[config.mk]
export PLATFORM = sky130hd
export DESIGN_NAME = mainfsm
export DESIGN_NICKNAME = d
export VERILOG_FILES = /design/src/rtl/mainfsm_pkg.sv /design/src/rtl/mainfsm_outdec.sv /design/src/rtl/mainfsm.sv
export SDC_FILE = /design/constraint.sdc
export NUM_CORES = 1
export LEC_CHECK = 0
export ABC_AREA = 1
export CAP_MARGIN = 0
export CORE_MARGIN = 10
export CORE_UTILIZATION = 30
export DETAILED_ROUTE_END_ITERATION = 12
export DONT_BUFFER_PORTS = 1
export PLACE_DENSITY = 0.42
export REMOVE_ABC_BUFFERS = 1
export SLEW_MARGIN = 25
export SYNTH_ARGS = -nofsm -noshare
export SYNTH_HDL_FRONTEND = slang
export SYNTH_SLANG_ARGS = --single-unit
[constraint.sdc]
create_clock -name clk -period 1.5 [get_ports clk]
set_input_delay 0.45 -clock clk [delete_from_list [all_inputs] [get_ports clk]]
set_output_delay 0.45 -clock clk [all_outputs]
set_load 0.02 [all_outputs]
[src/rtl/mainfsm_pkg.sv]
// mainfsm_pkg -- shared definitions for the multicycle main controller.
//
// Holds the controller state enumeration (4-bit encoding), the operand and
// result multiplexer select codes used by both the datapath and the decoder,
// the instruction class opcodes, and a helper that maps Op/Funct to the
// state entered after DECODE.
package mainfsm_pkg;

  typedef enum logic [3:0] {
    S_FETCH    = 4'd0,
    S_DECODE   = 4'd1,
    S_MEMADR   = 4'd2,
    S_MEMRD    = 4'd3,
    S_MEMWB    = 4'd4,
    S_MEMWR    = 4'd5,
    S_EXECUTER = 4'd6,
    S_EXECUTEI = 4'd7,
    S_ALUWB    = 4'd8,
    S_BRANCH   = 4'd9,
    S_UNKNOWN  = 4'd10
  } state_t;

  // ALU operand A select
  localparam logic [1:0] SRCA_REG   = 2'b00;  // register A
  localparam logic [1:0] SRCA_PC    = 2'b01;  // program counter

  // ALU operand B select
  localparam logic [1:0] SRCB_WDATA = 2'b00;  // register WriteData
  localparam logic [1:0] SRCB_IMM   = 2'b01;  // extended immediate
  localparam logic [1:0] SRCB_FOUR  = 2'b10;  // constant 4

  // Result bus select
  localparam logic [1:0] RES_ALUOUT = 2'b00;  // registered ALU output
  localparam logic [1:0] RES_DATA   = 2'b01;  // memory read data
  localparam logic [1:0] RES_ALURES = 2'b10;  // live ALU result

  // Instruction classes (Instr[27:26])
  localparam logic [1:0] OP_DP      = 2'b00;
  localparam logic [1:0] OP_MEM     = 2'b01;
  localparam logic [1:0] OP_BR      = 2'b10;
  localparam logic [1:0] OP_UND     = 2'b11;

  // State entered after DECODE. Funct[5] is the immediate flag for
  // data-processing instructions.
  function automatic state_t decode_target(input logic [1:0] op,
                                           input logic       imm_flag);
    state_t s;
    case (op)
      OP_MEM:  s = S_MEMADR;
      OP_DP:   s = imm_flag ? S_EXECUTEI : S_EXECUTER;
      OP_BR:   s = S_BRANCH;
      default: s = S_UNKNOWN;
    endcase
    return s;
  endfunction

endpackage

[src/rtl/mainfsm_outdec.sv]
// mainfsm_outdec -- combinational Moore output decoder for mainfsm.
//
// Ports:
//   state     : current controller state
//   mready    : MemReady, already gated low while the controller is in reset
//   IRWrite   : instruction register enable
//   AdrSrc    : memory address select (0=PC, 1=ALUOut)
//   ALUSrcA   : ALU operand A select
//   ALUSrcB   : ALU operand B select
//   ResultSrc : result bus select
//   NextPC, RegW, MemW, Branch, ALUOp : requests to the condition logic
//   Illegal   : undefined opcode trap
//
// Every output defaults to 0; each state only lists what it raises.
module mainfsm_outdec
  import mainfsm_pkg::*;
(
  input  state_t     state,
  input  logic       mready,
  output logic       IRWrite,
  output logic       AdrSrc,
  output logic [1:0] ALUSrcA,
  output logic [1:0] ALUSrcB,
  output logic [1:0] ResultSrc,
  output logic       NextPC,
  output logic       RegW,
  output logic       MemW,
  output logic       Branch,
  output logic       ALUOp,
  output logic       Illegal
);

  always_comb begin
    IRWrite   = 1'b0;
    AdrSrc    = 1'b0;
    ALUSrcA   = SRCA_REG;
    ALUSrcB   = SRCB_WDATA;
    ResultSrc = RES_ALUOUT;
    NextPC    = 1'b0;
    RegW      = 1'b0;
    MemW      = 1'b0;
    Branch    = 1'b0;
    ALUOp     = 1'b0;
    Illegal   = 1'b0;

    case (state)
      S_FETCH: begin
        // PC+4 is computed every fetch cycle, but the IR and PC only
        // capture it on the cycle memory actually delivers the word.
        ALUSrcA   = SRCA_PC;
        ALUSrcB   = SRCB_FOUR;
        ResultSrc = RES_ALURES;
        IRWrite   = mready;
        NextPC    = mready;
      end
      S_DECODE: begin
        ALUSrcA   = SRCA_PC;
        ALUSrcB   = SRCB_FOUR;
        ResultSrc = RES_ALURES;
      end
      S_MEMADR: begin
        ALUSrcA   = SRCA_REG;
        ALUSrcB   = SRCB_IMM;
      end
      S_MEMRD: begin
        AdrSrc    = 1'b1;
        ResultSrc = RES_ALUOUT;
      end
      S_MEMWB: begin
        ResultSrc = RES_DATA;
        RegW      = 1'b1;
      end
      S_MEMWR: begin
        // The store is committed only on the completing cycle, so MemW
        // pulses exactly once however long memory stalls.
        AdrSrc    = 1'b1;
        ResultSrc = RES_ALUOUT;
        MemW      = mready;
      end
      S_EXECUTER: begin
        ALUSrcA   = SRCA_REG;
        ALUSrcB   = SRCB_WDATA;
        ALUOp     = 1'b1;
      end
      S_EXECUTEI: begin
        ALUSrcA   = SRCA_REG;
        ALUSrcB   = SRCB_IMM;
        ALUOp     = 1'b1;
      end
      S_ALUWB: begin
        ResultSrc = RES_ALUOUT;
        RegW      = 1'b1;
      end
      S_BRANCH: begin
        ALUSrcA   = SRCA_REG;
        ALUSrcB   = SRCB_IMM;
        ResultSrc = RES_ALURES;
        Branch    = 1'b1;
      end
      default: begin
        // UNKNOWN, and any unused encoding, behaves as the trap state.
        Illegal   = 1'b1;
      end
    endcase
  end

endmodule

[src/rtl/mainfsm.sv]
// mainfsm -- main control FSM of a multicycle ARM-style processor.
//
// Ports:
//   clk       : clock, all state changes on its rising edge
//   reset     : asynchronous active-low reset, forces FETCH
//   Op        : Instr[27:26], instruction class
//   Funct     : Instr[25:20]; bit 5 = immediate, bit 0 = load/store select
//   MemReady  : memory access completes this cycle
//   IRWrite, AdrSrc, ALUSrcA, ALUSrcB, ResultSrc : datapath controls
//   NextPC, RegW, MemW, Branch, ALUOp : requests to the condition logic
//   Illegal   : undefined opcode trap, sticky until reset
//
// The state register and next-state logic live here; output decoding is
// done by mainfsm_outdec.
module mainfsm
  import mainfsm_pkg::*;
(
  input  logic       clk,
  input  logic       reset,
  input  logic [1:0] Op,
  input  logic [5:0] Funct,
  input  logic       MemReady,
  output logic       IRWrite,
  output logic       AdrSrc,
  output logic [1:0] ALUSrcA,
  output logic [1:0] ALUSrcB,
  output logic [1:0] ResultSrc,
  output logic       NextPC,
  output logic       RegW,
  output logic       MemW,
  output logic       Branch,
  output logic       ALUOp,
  output logic       Illegal
);

  state_t state_reg;
  state_t state_next;
  logic   mready_gated;

  // Funct[4:1] carry ALU/condition detail that is decoded elsewhere.
  logic   unused_funct;
  assign unused_funct = ^Funct[4:1];

  // While reset is held the state is already FETCH, but a high MemReady
  // must not raise IRWrite/NextPC, so gate it with the reset level.
  assign mready_gated = MemReady & reset;

  always_ff @(posedge clk or negedge reset) begin
    if (!reset) begin
      state_reg <= S_FETCH;
    end else begin
      state_reg <= state_next;
    end
  end

  always_comb begin
    state_next = state_reg;
    case (state_reg)
      S_FETCH:    state_next = MemReady ? S_DECODE : S_FETCH;
      S_DECODE:   state_next = decode_target(Op, Funct[5]);
      S_MEMADR:   state_next = Funct[0] ? S_MEMRD : S_MEMWR;
      S_MEMRD:    state_next = MemReady ? S_MEMWB : S_MEMRD;
      S_MEMWB:    state_next = S_FETCH;
      S_MEMWR:    state_next = MemReady ? S_FETCH : S_MEMWR;
      S_EXECUTER: state_next = S_ALUWB;
      S_EXECUTEI: state_next = S_ALUWB;
      S_ALUWB:    state_next = S_FETCH;
      S_BRANCH:   state_next = S_FETCH;
      // UNKNOWN and unused encodings trap until reset.
      default:    state_next = S_UNKNOWN;
    endcase
  end

  mainfsm_outdec u_outdec (
    .state     (state_reg),
    .mready    (mready_gated),
    .IRWrite   (IRWrite),
    .AdrSrc    (AdrSrc),
    .ALUSrcA   (ALUSrcA),
    .ALUSrcB   (ALUSrcB),
    .ResultSrc (ResultSrc),
    .NextPC    (NextPC),
    .RegW      (RegW),
    .MemW      (MemW),
    .Branch    (Branch),
    .ALUOp     (ALUOp),
    .Illegal   (Illegal)
  );

endmodule

== Yosys cells after proc, flatten, opt, wreduce, memory -nomap -nowiden ==
Index checks and enable logic that the tools add are counted.

* Register bits after elaboration: 4
* Input port bits: 11

* Equality and inequality tests: 11
* Muxes and demuxes: 17
* Bitwise operators: 1
* Reductions and logical operators: 10

{| class="wikitable"
|+ Operators with widths
! operator !! count
|-
| $pmux W4 S7 || 1
|-
| $eq A4 B3 Y1 const B || 4
|-
| $pmux W4 S3 || 1
|-
| $mux W1 || 10
|-
| $reduce_or A10 Y1 || 1
|-
| $mux W3 || 3
|-
| $reduce_or A3 Y1 || 3
|-
| $eq A4 B2 Y1 const B || 2
|-
| $eq A4 B4 Y1 const B || 2
|-
| $pmux W2 S2 || 2
|-
| $reduce_or A2 Y1 || 4
|-
| $eq A4 B1 Y1 const B || 1
|-
| $logic_not A4 Y1 || 1
|-
| $eq A2 B1 Y1 const B || 1
|-
| $eq A2 B2 Y1 const B || 1
|-
| $logic_not A2 Y1 || 1
|-
| $and A1 B1 Y1 || 1
|}

== Depth between registers and ports, before layout ==
Gate-level depths: netlist (run 1).

* Depth in word-level cells: 3
* Mapped depth: 7

== Cells and area by module ==
Synthesis (run 1) repeated with hierarchy kept, for this count alone.

* Cells, all modules: 83
* Area, all modules: 442.9 µm²

{| class="wikitable"
|+ By module, submodules not included
! module !! times used !! cells an instance !! area an instance (µm²) !! sequential area each (µm²)
|-
| mainfsm || 1 || 46 || 287.8 || 100.1
|-
| mainfsm_outdec || 1 || 37 || 155.1 || 0.0
|}

== Worst setup path after synthesis (run 1) ==
Ideal clock, no wire load.

* Path type: flip-flop to output port
* Start: reg state_reg[3]
* End: out NextPC
* Arrival time: 1.321 ns
* Path slack: -0.271 ns
* Cell stages (with the launch flop): 5
* Path buffers: 1
* Cells stage by stage: dfrtp_1 > nor2_4 > nand3_2 > nor2_1 > buf_4

* Cells in the longest elaborated chain, start to end: 2

{| class="wikitable"
|+ RTL lines
! element !! RTL line !! RTL
|-
| start, declared || mainfsm.sv:36 || <nowiki>state_t state_reg;</nowiki>
|-
| start signal, assigned || mainfsm.sv:52 || <nowiki>state_reg <= state_next;</nowiki>
|-
| $logic_not A4 Y1 || - ||
|-
| $mux W1 || - ||
|-
| end, declared || mainfsm.sv:28 || <nowiki>output logic NextPC,</nowiki>
|}

No other way between the ends.

== Worst setup path in the final report (run 1) ==
* Start: reg state_reg[2]
* End: out ALUSrcA[0]

* Cells in the longest elaborated chain, start to end: 3
* Elaborated cells on any way between the ends: 4

{| class="wikitable"
|+ RTL lines
! element !! RTL line !! RTL
|-
| $eq A4 B1 Y1 or $logic_not A4 Y1 (tied branches) || mainfsm_outdec.sv:46 || <nowiki>case (state)</nowiki>
|-
| $reduce_or A2 Y1 (no source line) * || - ||
|-
| $mux W1 * || mainfsm_outdec.sv:46 ||
|-
| end, declared || mainfsm.sv:25 || <nowiki>output logic [1:0] ALUSrcA,</nowiki>
|}

Mark *: on every way between the ends. The rest lies on a longest branch, timed or not.

==> results of run 1 <==
area by class of cell:
cell class | instances | share of cell area
multi-input combinational | 47 | 0.479
timing repair buffer | 17 | 0.232
sequential | 4 | 0.141
inverter | 16 | 0.0920
clock buffer | 3 | 0.0307
tap | 15 | 0.0256
worst max-delay path, cell delays in order, from the launching register on:
cell,delay [ns]
dfrtp_2,0.44
nor2_4,0.16
buf_6,0.13
buf_12,0.11
nand2_8,0.06
nand2_2,0.13
power groups by stage:
| stage | Clock, uW | Combinational, uW | Sequential, uW |
|---|---|---|---|
| after floorplan | 0 | 7.55 | 110 |
| after global placement | 0 | 8.37 | 110 |
| after detailed placement | 0 | 8.19 | 110 |
| after CTS | 129 | 12.6 | 109 |
| after global routing | 140 | 14.7 | 108 |
| final | 122 | 12.9 | 109 |
per-layer routing:
metal / vias to the layer above / global-route usage
li1: 243 / -
met1: 210 / 0.0795
met2: 10 / 0.137
met3: 0 / 0.0305
met4: 0 / 0.0101
met5: - / 0
worst max-delay path by stage:
stage / from / endpoint / slack [ns] / cells after the start
after floorplan: state_reg[3]$_DFF_PN0_ / IRWrite / -0.26 / 3
after global placement: state_reg[1]$_DFF_PN0_ / MemW / 0.02 / 4
after detailed placement: state_reg[1]$_DFF_PN0_ / MemW / 0.01 / 4
after CTS: state_reg[3]$_DFF_PN0_ / NextPC / -0.19 / 4
after global routing: state_reg[1]$_DFF_PN0_ / MemW / -0.26 / 4
final: state_reg[2]$_DFF_PN0_ / ALUSrcA[0] / -0.20 / 5
placed cells by master, fill, tap and decap left out:
cell           netlist  routed
buf_4                3      10
inv_1               15       9
nand2_1             19       9
nand2_2              0       6
nand3_1              7       5
inv_2                1       4
nor2_4               2       4
nand2_4              1       4
buf_6                0       4
nor2_2               3       3
inv_4                0       3
nand3_4              0       3
nor2_1               5       3
nand4_1              3       3
clkbuf_4             0       3
dfrtp_2              0       3
nand3_2              3       2
buf_12               0       2
nand2_8              0       1
o21ai_0              1       1
o21ai_1              1       1
nor3_2               0       1
conb_1               1       1
dlygate4sd3_1        0       1
dfrtp_1              4       1
what timing repair did:
item | CTS | global route
hold endpoints to repair | 4 | 0
hold buffers | 1 | 0
endpoints found under the setup margin | 13 | 13
pin swaps | 3 | 7
resized for setup | 17 | 24
setup buffers | 1 | 4
cells by family after synthesis:
family / after synthesis
AO/OA/AOI/OAI: 2
other: 1
buffers and inverters: 19
AND/OR/NAND/NOR: 44
flip-flops: 4
metrics by stage:
| stage | worst slack [ns] | total power [uW] | std cells |
|---|---|---|---|
| floorplan | -0.264 | 117 | 67 |
| global placement | 0.0199 | 118 | 93 |
| finish | -0.201 | 244 | 102 |
| global route | -0.264 | 263 | 102 |
| CTS | -0.194 | 250 | 98 |
| detailed placement | 0.0125 | 118 | 93 |
==> flow_summary_export.csv, run 1 <==
group,metric,value,unit
synthesis,synthXorXnorAreaFrac,0,
synthesis,synth_adder_area_share,0,
final_layout,drive_gt1_frac,0.609,
global_routing,antenna_found_initial,0,
synthesis,synthCells,70,
detailed_routing,drt_iter0_drc,4,
pwr,clkPwrFrac,0.501,
placement,numPortBuffers,0,
clock_network,insertion_delay,0.22,ns
run,cap_violations,0,
pwr,pwr-share-comb,0.053,
timing,setup_violations,13,
synthesis,synth.avg_cell_area,6.11,um2
clock_network,root_buffer,"clkbuf_4",
status,outcome,"complete, but fails checks",
final_layout,nets,100,
pwr,switching_share,0.175,
pwr,power_frac_seq,0.446,
final_layout,final_util,0.557,
timing,timing.final.crit_share,1.13,
synthesis,synth_warnings,0,
synthesis,synth_compound_area_frac,0.0234,
timing,timing.final.max_slew_violations,0,
synthesis,synth_cell_types,16,
synthesis,synth-simple-area-share,0.541,
detailed_routing,route.met3.wl,68,um
pwr,power_density,332,nW/um2
final_layout,antenna_cells,0,
pwr,power.switching,42.6,uW
timing,hold_viol,0,
hold_path,hold_path_end,"state_reg[3]$_DFF_PN0_",
timing,clock.fmax,588,MHz
synthesis,synth_top_family_by_area,"simple AND/OR/NAND/NOR gates",
floorplan,die_height,57.8,um
timing,timing.hold.ws,0.388,ns
hold_path,whs_path_depth,2,
floorplan,fp.dieArea,3340,um2
critical_path,r2r_cells,8,
critical_path,worstReg2RegEnd,"state_reg[3]$_DFF_PN0_",
timing,fin_skew,0.00228,ns
floorplan,num_io_pins,25,
floorplan,rows,13,
timing,rsz0062_at_grt,"yes",
final_layout,multi_input_comb_area,352,um2
hold_path,min_from,"Op[1]",
detailed_routing,drc,0,
global_routing,grt_max_degree,6,
synthesis,synth.yosys.seq_area_share,0.234,
timing,fin_crit,1.70,ns
pwr,internal_power,201,uW
synthesis,synth_top_flop_cell,"dfrtp_1",
placement,place_area,532,um2
synthesis,netlist_area,428,um2
critical_path,reg2reg_slack,0.22,ns
synthesis,synth-async-reset-ratio,1.00,
timing,setup_tns,-1.75,ns
global_routing,grt_usage,0.0747,
floorplan,core_area,1320,um2
global_routing,grt_overflow,0,
critical_path,crit_path_start_kind,"flip-flop",
timing,layout_setup_ws,-0.201,ns
final_layout,seqCellArea,104,um2
clock_network,cts_tree,"done",
detailed_routing,vias,463,
hold_path,timing.hold.worst.class,"in -> reg",
synthesis,synth_top_area_frac,0.234,
clock_network,clockBufferDepth,2,
final_layout,n_fill_cell,129,
clock_network,numCtsBuffers,3,
final_layout,area_delta_synth_final,71.6,%
final_layout,largest_reg_flops,4,
floorplan,start_util,0.325,
placement,gp_congestion,0.739,
global_routing,grt_pass1_wl,2020,um
detailed_routing,routed_via_density,4.54,
status,violations,"negative setup slack",
synthesis,synth_edf_count,0,
critical_path,critPathKind,"reg -> out",
detailed_routing,met2_length,770,um
critical_path,critPathCaptureType,"primary output",
synthesis,yosysMostFrequentCell,"nand2_1",
placement,dp_hpwl,1040,um
synthesis,synthTopCellsByCount,"nand2_1 (19), inv_1 (15), nand3_1 (7)",
pwr,vdd_drop_max,0.267,mV
critical_path,required,1.05,ns
synthesis,muxShareOfSynthArea,0,
clock_network,cts_sinks,4,
critical_path,r2r_start,"state_reg[2]$_DFF_PN0_",
critical_path,crit_fanout,4,
synthesis,ys_ff_latch,4,
critical_path,cp.arrival,1.25,ns
synthesis,yosysTopAreaCell,"dfrtp_1",
detailed_routing,wl_met1,527,um
synthesis,netlist_top_cells_area,"dfrtp_1 (23%), nand2_1 (17%), inv_1 (13%)",
pwr,p_leak,0.000383,uW
floorplan,dieWidth,57.8,um
clock_network,h-tree-depth,1,
detailed_routing,ant_nets,0,
clock_network,clk_pin_slew,0.03,ns
final_layout,final_area,734,um2
detailed_routing,top_layer,"met3",
global_routing,grt_pass1_vias,451,
detailed_routing,drt-total-wl,1370,um
detailed_routing,drt-wirelength-per-cell,13.4,um
detailed_routing,dr.pass1.iters,4,
Note: power is estimated with default switching activity, not from simulation.
==> run 2: changes to the inputs <==
--- a/config.mk
+++ b/config.mk
@@ -11,7 +11,6 @@
 export CORE_UTILIZATION = 30
 export DETAILED_ROUTE_END_ITERATION = 12
 export DONT_BUFFER_PORTS = 1
-export PLACE_DENSITY = 0.42
 export REMOVE_ABC_BUFFERS = 1
 export SLEW_MARGIN = 25
 export SYNTH_ARGS = -nofsm -noshare
==> run 2 against run 1 <==
Against the previous run:
- the flow still finishes with violations (negative setup slack)
- clock skew grew 0.0037 ns
- largest power group unchanged
- die area is the same
- via count grew 0.86%
- setup slack is essentially flat
- sequential share of layout area grew 1.8 points
- final cell count shrank 0.98%
- final area shrank 10%
==> flow_summary_export.csv, run 2 (same netlist as run 1, synthesis figures left out) <==
group,metric,value,unit
timing,clock.fmax,588,MHz
placement,dp_slack,-0.0247,ns
final_layout,largest_reg_flops,4,
clock_network,h-tree-depth,1,
floorplan,core_area,1320,um2
timing,timing.final.max_slew_violations,0,
timing,layout_setup_ws,-0.201,ns
detailed_routing,drt-total-wl,1260,um
timing,timing.final.crit_share,1.13,
critical_path,required,1.05,ns
floorplan,num_io_pins,25,
global_routing,grt_usage,0.0756,
clock_network,numCtsBuffers,3,
status,violations,"negative setup slack",
floorplan,start_util,0.325,
detailed_routing,drt_iter0_drc,14,
floorplan,rows,13,
detailed_routing,routed_via_density,4.62,
clock_network,clk_pin_slew,0.04,ns
final_layout,n_fill_cell,136,
final_layout,final_common_cell,"buf_4",
global_routing,grt_overflow,0,
floorplan,dieWidth,57.8,um
floorplan,die_height,57.8,um
placement,dp_hpwl,994,um
run,cap_violations,0,
pwr,p_leak,0.000394,uW
critical_path,crit_fanout,5,
timing,fin_skew,0.00597,ns
timing,setup_violations,12,
pwr,power_density,389,nW/um2
detailed_routing,drc,0,
placement,gp_congestion,0.789,
final_layout,final_area,659,um2
critical_path,critPathKind,"reg -> out",
clock_network,clockBufferDepth,2,
placement,numPortBuffers,0,
global_routing,grt_max_degree,6,
status,outcome,"complete, but fails checks",
global_routing,grt_pass1_wl,2050,um
final_layout,area_delta_synth_final,54.1,%
critical_path,critPathCaptureType,"primary output",
pwr,total_power,256,uW
detailed_routing,drt-wirelength-per-cell,12.5,um
final_layout,multi_input_comb_area,320,um2
clock_network,root_buffer,"clkbuf_4",
clock_network,cts_tree,"done",
critical_path,cp.arrival,1.25,ns
pwr,vdd_drop_max,0.389,mV
final_layout,antenna_cells,0,
global_routing,antenna_found_initial,0,
final_layout,final_util,0.500,
critical_path,crit_path_start_kind,"flip-flop",
timing,fin_crit,1.70,ns
clock_network,cts_sinks,4,
timing,rsz0062_at_grt,"yes",
clock_network,insertion_delay,0.24,ns
detailed_routing,vias,467,
final_layout,nets,99,
hold_path,timing.hold.worst.class,"in -> reg",
final_layout,layout_common_cells,"buf_4 (13), nand2_1 (12), inv_1 (9), inv_2 (6), nand3_1 (5)",
floorplan,fp.dieArea,3340,um2
timing,timing.hold.ws,0.371,ns
final_layout,drive_gt1_frac,0.570,
critical_path,reg2reg_slack,0.23,ns
global_routing,grt_pass1_vias,469,
detailed_routing,dr.pass1.iters,4,
timing,hold_viol,0,
detailed_routing,ant_nets,0,
placement,place_area,514,um2
final_layout,seqCellArea,105,um2
-- run 2: area by class of cell --
cell class                      count  area share
Multi-Input combinational cell     47       0.486
Inverter                           16      0.0949
Sequential cell                     4       0.159
Clock buffer                        3      0.0342
Tap cell                           15      0.0285
Timing Repair Buffer               16       0.197
-- run 2: worst max-delay path, stage by stage (launching register included) --
cell,delay [ns]
dfrtp_2,0.45
nor2_4,0.20
nand2_1,0.19
nand2_2,0.18
-- run 2: path summary, 6_finish.rpt --
path / from / to / cells after the start
worst min register to register: state_reg[1]$_DFF_PN0_ / state_reg[3]$_DFF_PN0_ / 3
max in group asynchronous: reset / state_reg[1]$_DFF_PN0_ / 1
worst max register to register: state_reg[3]$_DFF_PN0_ / state_reg[3]$_DFF_PN0_ / 7
min in group asynchronous: reset / state_reg[2]$_DFF_PN0_ / 1
worst min-delay path: Op[1] / state_reg[3]$_DFF_PN0_ / 2
worst max-delay path: state_reg[3]$_DFF_PN0_ / ALUSrcA[0] / 3
-- run 2: metal layers --
metal	wire, um	global-route usage	share of wire	up-vias
met4	0	0.0201	0	0
met2	688	0.127	0.55	13
met5	0	0	0	-
met1	468	0.0795	0.37	211
met3	101	0.0414	0.080	0
li1	-	-	-	243
-- run 2: what timing repair did --
action | CTS | global route
hold endpoints to repair | 4 | 0
hold buffers | 1 | 0
gates resized for setup | 17 | 15
cloned | 0 | 0
setup endpoints to repair | 13 | 13
pin swaps | 3 | 2
setup buffers | 3 | 1
-- run 2: stage by stage --
stage	instances	TNS, ns
after floorplan	67	-0.668
after detailed placement	94	-0.0538
after CTS	101	-1.79
after global routing	101	-2.47
final	101	-1.65
after global placement	94	-0.0562
-- run 2: report_power, final --
part / internal (uW) / switching [uW]
Sequential: 108 / 0
Clock: 89.6 / 45.3
Combinational: 3.82 / 9.26
Total: 202 / 54.6
==> run 3: changes to the inputs <==
--- a/config.mk
+++ b/config.mk
@@ -5,13 +5,14 @@
 export SDC_FILE = /design/constraint.sdc
 export NUM_CORES = 1
 export LEC_CHECK = 0
-export ABC_AREA = 1
 export CAP_MARGIN = 0
 export CORE_MARGIN = 10
 export CORE_UTILIZATION = 30
+export CTS_CLUSTER_DIAMETER = 100
 export DETAILED_ROUTE_END_ITERATION = 12
 export DONT_BUFFER_PORTS = 1
 export REMOVE_ABC_BUFFERS = 1
+export SETUP_SLACK_MARGIN = 0.4
 export SLEW_MARGIN = 25
 export SYNTH_ARGS = -nofsm -noshare
 export SYNTH_HDL_FRONTEND = slang
==> run 3 against run 2 <==
Against the previous run:
- the flow still finishes with violations (negative setup slack)
- sequential power rose by 120%
- register-to-register slack lost 0.17 ns
- first-iteration DRC count shrank 71%
- final area is 13% higher
- setup slack got worse by 0.080 ns
- synthesized area fell by 2.0%
- final cell count is 12% lower
- clock-buffer cell count is the same
- fmax decreased by 4.5%
- sequential share of layout area down 2.2 points
- power increased to 7.0 times the previous value
- wire length increased by 5.2%
- critical endpoint is now ALUSrcB[0]
- largest cell class unchanged
==> flow_summary_export.csv, run 3 <==
group,metric,value,unit
status,outcome,"complete, but fails checks",
status,violations,"negative setup slack",
floorplan,num_io_pins,25,
clock_network,clockBufferDepth,2,
global_routing,antenna_found_initial,0,
final_layout,drive_gt1_frac,0.689,
floorplan,core_area,1320,um2
timing,timing.final.max_slew_violations,0,
floorplan,fp.dieArea,3290,um2
placement,place_area,558,um2
detailed_routing,routed_via_density,5.11,
placement,gp_congestion,0.801,
floorplan,rows,13,
timing,layout_setup_ws,-0.281,ns
timing,hold_viol,0,
critical_path,crit_chain,"buf_6 > xor2_1 > o32ai_2 > buf_4",
floorplan,die_height,57.4,um
pwr,p_leak,0.000330,uW
detailed_routing,drt-wirelength-per-cell,14.9,um
global_routing,grt_pass1_vias,527,
clock_network,root_buffer,"clkbuf_4",
clock_network,cts_sinks,4,
global_routing,grt_pass1_wl,2170,um
timing,timing.final.crit_share,1.19,
synthesis,yosysTopAreaCell,"dfrtp_1",
global_routing,grt_usage,0.0782,
timing,setup_violations,13,
final_layout,antenna_cells,0,
final_layout,final_common_cell,"buf_4",
critical_path,critPathKind,"reg -> out",
synthesis,ys_ff_latch,4,
critical_path,crit_family,"flip-flops",
critical_path,critPathCaptureType,"primary output",
final_layout,largest_reg_flops,4,
final_layout,layout_common_cells,"buf_4 (18), buf_6 (9)",
critical_path,crit_path_start_kind,"flip-flop",
pwr,power_density,2400,nW/um2
clock_network,numCtsBuffers,3,
final_layout,nets,87,
synthesis,synth.yosys.seq_area_share,0.239,
detailed_routing,dr.pass1.iters,2,
synthesis,netlist_top_cells_area,"dfrtp_1 (24%), o32ai_2 (7.8%), buf_4 (7.2%)",
placement,dp_hpwl,931,um
detailed_routing,vias,455,
critical_path,reg2reg_slack,0.06,ns
critical_path,required,1.05,ns
detailed_routing,drt-total-wl,1320,um
global_routing,grt_overflow,0,
critical_path,crit_fanout,5,
final_layout,area_delta_synth_final,77.6,%
placement,place_inst,81,
clock_network,h-tree-depth,1,
floorplan,start_util,0.318,
critical_path,cp.arrival,1.33,ns
synthesis,synth_edf_count,0,
timing,clock.fmax,562,MHz
critical_path,path_buf_inv,2,
timing,fin_skew,0.00697,ns
final_layout,n_fill_cell,107,
synthesis,synth_top_flop_cell,"dfrtp_1",
synthesis,synth_cell_types,26,
clock_network,cts_tree,"done",
critical_path,critPathMaxStageDelay,0.43,ns
pwr,total_power,1790,uW
synthesis,synthCells,49,
synthesis,synth_warnings,0,
pwr,vdd_drop_max,1.04,mV
detailed_routing,ant_nets,0,
clock_network,insertion_delay,0.24,ns
run,cap_violations,0,
global_routing,grt_max_degree,10,
clock_network,clk_pin_slew,0.04,ns
synthesis,synth.avg_cell_area,8.55,um2
detailed_routing,drc,0,
critical_path,slowest_stage,"dfrtp_2",
final_layout,final_area,744,um2
synthesis,yosysMostFrequentCell,"nor3_1",
timing,rsz0062_at_grt,"yes",
synthesis,synthTopCellsByCount,"nor3_1 (5), buf_4 (4), dfrtp_1 (4), nor2_1 (4), nand2_1 (3)",
timing,fin_crit,1.78,ns
synthesis,netlist_area,419,um2
hold_path,timing.hold.worst.class,"in -> reg",
placement,numPortBuffers,0,
synthesis,synth_top_area_frac,0.239,
synthesis,synth-async-reset-ratio,1.00,
floorplan,dieWidth,57.4,um
detailed_routing,drt_iter0_drc,4,
final_layout,fin_cells,89,
## run 3: changes by cell type in the layout (fill, tap and decap cells not counted), moves of 3 or more
cell,change
nor2_4,-4
nand3_2,-3
o32ai_2,+3
nand3_1,-4
nand4_1,-3
inv_2,-5
buf_6,+7
inv_1,-8
nand2_2,-4
nand2_1,-9
nand2_4,-4
buf_4,+5
## run 3: worst paths after layout
check                                    endpoint  depth (start not counted)                   start
setup reg to reg           state_reg[2]$_DFF_PN0_                          5  state_reg[2]$_DFF_PN0_
hold / removal             state_reg[3]$_DFF_PN0_                          2                   Op[1]
setup / recovery                       ALUSrcB[0]                          4  state_reg[2]$_DFF_PN0_
hold reg to reg            state_reg[0]$_DFF_PN0_                          2  state_reg[3]$_DFF_PN0_
min in group asynchronous  state_reg[0]$_DFF_PN0_                          1                   reset
max in group asynchronous  state_reg[2]$_DFF_PN0_                          1                   reset
## run 3: cell families (layout without fill, tap and decap cells)
group	count (synthesis)	count (layout)	synth area share
and+or+nand+nor	20	20	0.266
AOI/OAI and AO/OA	13	13	0.278
buffers and inverters	8	33	0.143
DFF	4	4	0.239
xor gates and xnor gates	2	2	0.0418
other	1	1	0.00895
muxes	1	1	0.0239
## run 3: timing repair
| item | in CTS | in global routing |
|---|---|---|
| pin swaps | 5 | 7 |
| hold endpoints to repair | 4 | 0 |
| endpoints found under the setup margin | 17 | 17 |
| gates resized for setup | 12 | 17 |
| buffers inserted | 2 | 2 |
| hold buffers | 1 | 0 |
| cloned | 0 | 0 |
## run 3: worst register-to-register path: stages (launching register included)
cell     delay (ns)
dfrtp_2        0.43
buf_4          0.15
buf_6          0.11
buf_6          0.12
o31a_1         0.31
o32ai_2        0.22
## run 3: metal layers
layer	vias up	part of all wire	track usage	wire, um
met5	-	0	0	0
met4	0	0.018	0.0470	24
met3	2	0.090	0.0332	119
met2	12	0.54	0.144	710
met1	214	0.35	0.0680	470
li1	227	-	-	-
## run 3: where the power goes
| group | internal [uW] | switching, uW |
|---|---|---|
| Sequential | 162 | 72.7 |
| Clock | 89.9 | 49.7 |
| Combinational | 724 | 687 |
| Total | 975 | 810 |
## run 3: area by class of cell
class / instances / area [um2] / share of cell area
multi-input combinational: 37 / 347 / 0.466
timing repair buffer: 28 / 246 / 0.331
sequential: 4 / 103 / 0.138
clock buffer: 3 / 22.5 / 0.0303
tap: 15 / 18.8 / 0.0252
inverter: 2 / 7.51 / 0.0101
## run 3: metrics by stage
step	setup WS (ns)	setup TNS (ns)	utilization	hold slack (ns)
2_1_floorplan	-0.508	-2.32	-	0.154
3_3_place_gp	-0.0965	-0.285	0.424	0.155
3_5_place_dp	-0.0830	-0.293	0.424	0.155
4_1_cts	-0.339	-3.18	0.495	0.359
5_1_grt	-0.356	-3.61	0.565	0.380
6_report	-0.281	-2.74	0.565	0.366
